[config.mk]
export PLATFORM = sky130hd
export DESIGN_NAME = cpu_fetch_queue
export DESIGN_NICKNAME = d
export VERILOG_FILES = /design/src/rtl/cpu_fetch_queue.sv
export SDC_FILE = /design/constraint.sdc
export NUM_CORES = 1
export LEC_CHECK = 0
export CORE_ASPECT_RATIO = 2
export CORE_MARGIN = 3
export CORE_UTILIZATION = 56
export CTS_BUF_LIST = sky130_fd_sc_hd__clkbuf_4 sky130_fd_sc_hd__clkbuf_8 sky130_fd_sc_hd__clkbuf_16
export DETAILED_ROUTE_END_ITERATION = 12
export GPL_TIMING_DRIVEN = 0
export HOLD_SLACK_MARGIN = 0.08
export PLACE_DENSITY = 0.8
export REMOVE_ABC_BUFFERS = 1
export SKIP_CTS_REPAIR_TIMING = 1
export SLEW_MARGIN = 15
export SYNTH_ARGS = -nofsm -noshare
export SYNTH_HDL_FRONTEND = slang
export SYNTH_SLANG_ARGS = --single-unit
[constraint.sdc]
create_clock -name i_clock -period 4 [get_ports i_clock]
set_input_delay 0.6 -clock i_clock [delete_from_list [all_inputs] [get_ports i_clock]]
set_output_delay 0.6 -clock i_clock [all_outputs]
set_load 0.01 [all_outputs]
[src/rtl/cpu_fetch_queue.sv]
// Instruction-fetch stage with a tagged prefetch FIFO between the bus port and decode.
// Follows JAL locally, stalls on branches/JALR until the matching tagged redirect, supports flush.
module cpu_fetch_queue #(
   parameter int          QUEUE_DEPTH = 4,
   parameter int          TAG_WIDTH   = 8,
   parameter logic [31:0] RESET_PC    = 32'h0000_0000,
   parameter bit          JAL_FOLLOW  = 1'b1
) (
   input  logic                             i_clock,
   input  logic                             i_reset_n,
   output logic                             o_bus_request,
   input  logic                             i_bus_ready,
   output logic [31:0]                      o_bus_address,
   input  logic [31:0]                      i_bus_rdata,
   input  logic [TAG_WIDTH-1:0]             i_tag,
   input  logic [31:0]                      i_pc_next,
   input  logic                             i_flush,
   input  logic [31:0]                      i_flush_pc,
   output logic                             o_valid,
   input  logic                             i_ready,
   output logic [TAG_WIDTH-1:0]             o_tag,
   output logic [31:0]                      o_instruction,
   output logic [31:0]                      o_pc,
   output logic [$clog2(QUEUE_DEPTH+1)-1:0] o_count
);

   localparam int PW = $clog2(QUEUE_DEPTH);
   localparam int CW = $clog2(QUEUE_DEPTH+1);

   typedef enum logic [1:0] {ST_FETCH, ST_WAIT, ST_DRAIN} state_t;

   state_t               state, state_next;
   logic [31:0]          pc, pc_next, drain_addr;
   logic [TAG_WIDTH-1:0] tag_count, wait_tag, new_tag;
   logic                 started;
   logic [PW-1:0]        head, tail;
   logic [CW-1:0]        count;

   logic [TAG_WIDTH-1:0] tag_mem   [QUEUE_DEPTH];
   logic [31:0]          instr_mem [QUEUE_DEPTH];
   logic [31:0]          pc_mem    [QUEUE_DEPTH];

   logic        accept, push, pop, is_stall, is_jal_follow;
   logic [6:0]  opcode;
   logic [31:0] jal_imm;

   // A draining request keeps the pre-flush address until the bus answers it.
   assign o_bus_request = started && ((state == ST_FETCH && count < CW'(QUEUE_DEPTH)) ||
                                      state == ST_DRAIN);
   assign o_bus_address = (state == ST_DRAIN) ? drain_addr : pc;

   assign accept  = o_bus_request && i_bus_ready;
   assign push    = accept && state == ST_FETCH && !i_flush;
   assign pop     = o_valid && i_ready && !i_flush;
   assign new_tag = tag_count + TAG_WIDTH'(1);

   assign opcode        = i_bus_rdata[6:0];
   assign jal_imm       = {{11{i_bus_rdata[31]}}, i_bus_rdata[31], i_bus_rdata[19:12],
                           i_bus_rdata[20], i_bus_rdata[30:21], 1'b0};
   assign is_stall      = opcode == 7'b1100011 || opcode == 7'b1100111 ||
                          (opcode == 7'b1101111 && !JAL_FOLLOW);
   assign is_jal_follow = opcode == 7'b1101111 && JAL_FOLLOW;

   always_comb begin
      state_next = state;
      pc_next    = pc;
      if (i_flush) begin
         pc_next    = i_flush_pc;
         state_next = (o_bus_request && !i_bus_ready) ? ST_DRAIN : ST_FETCH;
      end else begin
         case (state)
            ST_FETCH: begin
               if (accept) begin
                  if (is_stall) begin
                     pc_next    = pc + 32'd4;
                     state_next = ST_WAIT;
                  end else if (is_jal_follow) begin
                     pc_next = pc + jal_imm;
                  end else begin
                     pc_next = pc + 32'd4;
                  end
               end
            end
            ST_WAIT: begin
               if (i_tag == wait_tag) begin
                  pc_next    = i_pc_next;
                  state_next = ST_FETCH;
               end
            end
            ST_DRAIN: begin
               if (accept) state_next = ST_FETCH;
            end
            default: state_next = ST_FETCH;
         endcase
      end
   end

   always_ff @(posedge i_clock or negedge i_reset_n) begin
      if (!i_reset_n) begin
         state      <= ST_FETCH;
         pc         <= RESET_PC;
         drain_addr <= '0;
         tag_count  <= '0;
         wait_tag   <= '0;
         started    <= 1'b0;
         head       <= '0;
         tail       <= '0;
         count      <= '0;
      end else begin
         started <= 1'b1;
         state   <= state_next;
         pc      <= pc_next;
         if (i_flush && o_bus_request && !i_bus_ready) drain_addr <= o_bus_address;
         if (push) begin
            tag_count <= new_tag;
            if (is_stall) wait_tag <= new_tag;
         end
         // Flush beats any concurrent push or pop.
         if (i_flush) begin
            head  <= '0;
            tail  <= '0;
            count <= '0;
         end else begin
            if (push) tail <= tail + PW'(1);
            if (pop)  head <= head + PW'(1);
            count <= count + CW'(push) - CW'(pop);
         end
      end
   end

   always_ff @(posedge i_clock) begin
      if (push) begin
         tag_mem[tail]   <= new_tag;
         instr_mem[tail] <= i_bus_rdata;
         pc_mem[tail]    <= pc;
      end
   end

   assign o_valid       = (count != '0);
   assign o_count       = count;
   assign o_tag         = o_valid ? tag_mem[head]   : '0;
   assign o_instruction = o_valid ? instr_mem[head] : '0;
   assign o_pc          = o_valid ? pc_mem[head]    : '0;

endmodule
==> results.yml, run 1 <==
layout:
  synthToLayoutAreaGrowth_pct: 23.0
  final_cell_area_um2: 21800
  fin_nets: 1592
  fill_cells: 2076
  fin_cells: 1888
  post-route-util: 0.702
  drive_gt1_frac: 0.170
critical_path:
  path_cells: "nand2b_1 > nor3_1 > or3_2 > mux2i_1 > o311ai_0 > a21oi_1 > a21oi_1"
  critPathTopFamily: "simple AND/OR/NAND/NOR gates"
  cp_num_buf_inv: 0
  cp-end-kind: "flop"
  reg2reg_from: "state[1]"
  worstRegToRegCells: 7
  cp_slowest_stage_delay_ns: 0.92
  worst-endpoint-required_ns: 4.42
  worstReg2RegEnd: "pc[26]"
  cp.depth: 7
  path_common_cell: "a21oi_1"
  crit_start: "state[1]"
  crit_end: "pc[26]"
  reg2reg_slack_ns: 0.24
  cp.arrival_ns: 4.18
  crit_slowest_cell: "nor3_1"
  worst-setup-path-type: "flop to flop"
  start_kind: "flop"
  path_max_fanout: 34
placed_design:
  routabilityCongestion: 0.884
  dp_hpwl_mm: 30.7
  port-buffer-count: 217
  pre_cts_slack_ns: -0.364
  dpl_cell_area_um2: 20600
  dp_cells: 1823
yosys:
  synth_cells: 1235
  syn_area_per_cell_um2: 14.4
  synth_largest_area_cell: "edfxtp_1"
  netlist-cell-type-count: 67
  yosys_warnings: 0
  synth-async-reset-ratio: 0.238
  yosysTopAreaCellShare: 0.488
  synth_edf_count: 288
  syn-cell-area_um2: 17700
  seq_area_frac_synth: 0.615
  ys_top_cells_by_area: "edfxtp_1, dfrtp_1, mux4_2"
  synth_flop_cell: "edfxtp_1"
  ys_seq_elements: 378
clock_network:
  cts_tree: "done"
  cts.path.max_buffers: 3
  clockRootBuffer: "clkbuf_16"
  htree_levels: 2
  path_clk_slew_ns: 0.07
  clkSinkCount: 378
  cts_made_buffers: 35
  insertion_delay_ns: 0.54
power:
  power.total_mw: 12.5
  clock_power_share: 0.282
  p_per_area_nw_per_um2: 574
  switching_share: 0.293
  pwr-share-seq: 0.402
  leakagePower_nw: 7.63
  power.switching_mw: 3.67
  vdd_drop_max_mv: 0.512
  p_comb_frac: 0.316
  internal-power_mw: 8.84
floorplan:
  die_x_um: 132
  initial_core_util: 0.571
  core_um2: 31100
  pin_count: 218
  die_area_um2: 34000
  die_h_um: 258
  rows: 91
route:
  ant_nets: 0
  drt-total-wl_mm: 45.6
  drt_pass1_iterations: 7
  wl_per_cell_um: 24.1
  drt_iter0_drc: 927
  via_per_inst: 6.14
  vias: 11600
  drc: 0
flow_run:
  drv_cap: 0
sta:
  setup_violations: 0
  min_period_ns: 3.76
  clock_skew_ns: 0.0179
  whs_ns: 0.496
  slew_headroom: 0.224
  max_freq_mhz: 266
  worst_slew_pin_slew_ns: 1.16
  drv_slew: 0
  timing.final.ws_setup_ns: 0.236
  fin_tns_setup_ns: 0
  rsz0062_at_grt: "no"
  finalHoldViolations: 0
  period_share: 0.941
global_routing:
  grt_max_degree: 67
  antenna_found_initial: 1
  grt_pass1_wl_mm: 70.5
  grt_overflow_total: 0
  first_global_vias: 12200
  grt_usage: 0.270
outcome:
  status: "complete, no violations"
hold_path:
  hold_path.class: "input port to async pin"
==> worst min-delay path by stage <==
| stage | from | to | depth (start not counted) |
|---|---|---|---|
| global placement | tag_count[7] | tag_count[7] | 1 |
| detailed placement | i_reset_n | drain_addr[30] | 1 |
| floorplan | i_reset_n | drain_addr[0] | 0 |
| global route | i_reset_n | drain_addr[30] | 2 |
| CTS | i_reset_n | pc[18] | 1 |
| finish | i_reset_n | pc[18] | 2 |
==> power by group through the flow <==
| stage | Combinational, mW | Sequential (mW) | Clock, mW |
|---|---|---|---|
| floorplan | 2.12 | 5.05 | 0 |
| global placement | 3.74 | 5.22 | 0 |
| detailed placement | 3.98 | 5.10 | 0 |
| CTS | 4.01 | 5.02 | 3.58 |
| global route | 4.27 | 5.07 | 3.71 |
| finish | 3.96 | 5.03 | 3.53 |
==> flip-flops by register name, indices dropped and copies added (netlist names) <==
register	count
tag_count	8
pc_mem	128
tail	2
tag_mem	32
wait_tag	8
instr_mem	128
drain_addr	32
head	2
started	1
state	2
o_count	3
pc	32
==> layer usage <==
metal	vias up	GRT usage	part of all wire
met5	-	0	0
li1	5158	-	-
met4	0	0.134	0.049
met3	145	0.0384	0.049
met1	5798	0.318	0.36
met2	482	0.485	0.54
==> synth_stat cells (all sizes together), types with 6 or more instances <==
master and count:
and3 14, nand4 8, dfrtp 90, ha 38, o22ai 8, mux2 69
xor2 29, nor2 61, nor3 14, buf 15, a21oi 54, a21o 14
clkbuf 49, nand3 34, and2 74, inv 15, o211ai 9, mux4 72
mux2i 6, or3 8, nand2 72, xnor2 41, a211oi 15, a31oi 10
edfxtp 288, o21a 6, o21ai 57, nor2b 9
==> final cells by class <==
type | count | area, um2 | share of cell area
clock inverters | 19 | 211 | 0.00969
diodes | 1 | 2.50 | 0.000115
inverters | 15 | 56.3 | 0.00258
repair buffers | 235 | 2540 | 0.117
multi-input cells | 778 | 6560 | 0.301
flip-flops and latches | 378 | 10900 | 0.500
well taps | 418 | 523 | 0.0240
clock buffers | 44 | 1010 | 0.0463
==> placed cells by master (no fill, tap or decap), types with 9 or more instances in the layout <==
| cell | count |
|---|---|
| inv_1 | 15 |
| mux4_2 | 72 |
| and2_1 | 73 |
| nor3_1 | 13 |
| clkdlybuf4s50_1 | 215 |
| a21oi_1 | 54 |
| nand2_1 | 72 |
| a211oi_1 | 13 |
| edfxtp_1 | 288 |
| dfrtp_1 | 88 |
| nand3_1 | 34 |
| o211ai_1 | 9 |
| ha_1 | 38 |
| clkbuf_16 | 37 |
| xor2_1 | 29 |
| mux2_2 | 69 |
| o21ai_0 | 56 |
| buf_16 | 10 |
| xnor2_1 | 41 |
| a21o_1 | 13 |
| nor2_1 | 60 |
| a31oi_1 | 10 |
==> cell families (layout without fill, tap and decap cells) <==
| logic type | Yosys count | in the layout | synth area share |
|---|---|---|---|
| muxes | 147 | 147 | 0.139 |
| adders and majority gates | 40 | 40 | 0.0291 |
| buffers and inverters | 79 | 313 | 0.0186 |
| other | 1 | 2 | 0.000211 |
| and+or+nand+nor | 312 | 312 | 0.0903 |
| AOI/OAI and AO/OA | 208 | 208 | 0.0741 |
| DFF | 378 | 378 | 0.615 |
| xor gates and xnor gates | 70 | 70 | 0.0346 |
Power figures use the tool's default switching activity.
==> run 2, diff against run 1 <==
--- a/config.mk
+++ b/config.mk
@@ -11,7 +11,6 @@
 export CTS_BUF_LIST = sky130_fd_sc_hd__clkbuf_4 sky130_fd_sc_hd__clkbuf_8 sky130_fd_sc_hd__clkbuf_16
 export DETAILED_ROUTE_END_ITERATION = 12
 export GPL_TIMING_DRIVEN = 0
-export HOLD_SLACK_MARGIN = 0.08
 export PLACE_DENSITY = 0.8
 export REMOVE_ABC_BUFFERS = 1
 export SKIP_CTS_REPAIR_TIMING = 1
==> results of run 2 <==
No change in the layout: final DEF, timing and power equal those of run 1.
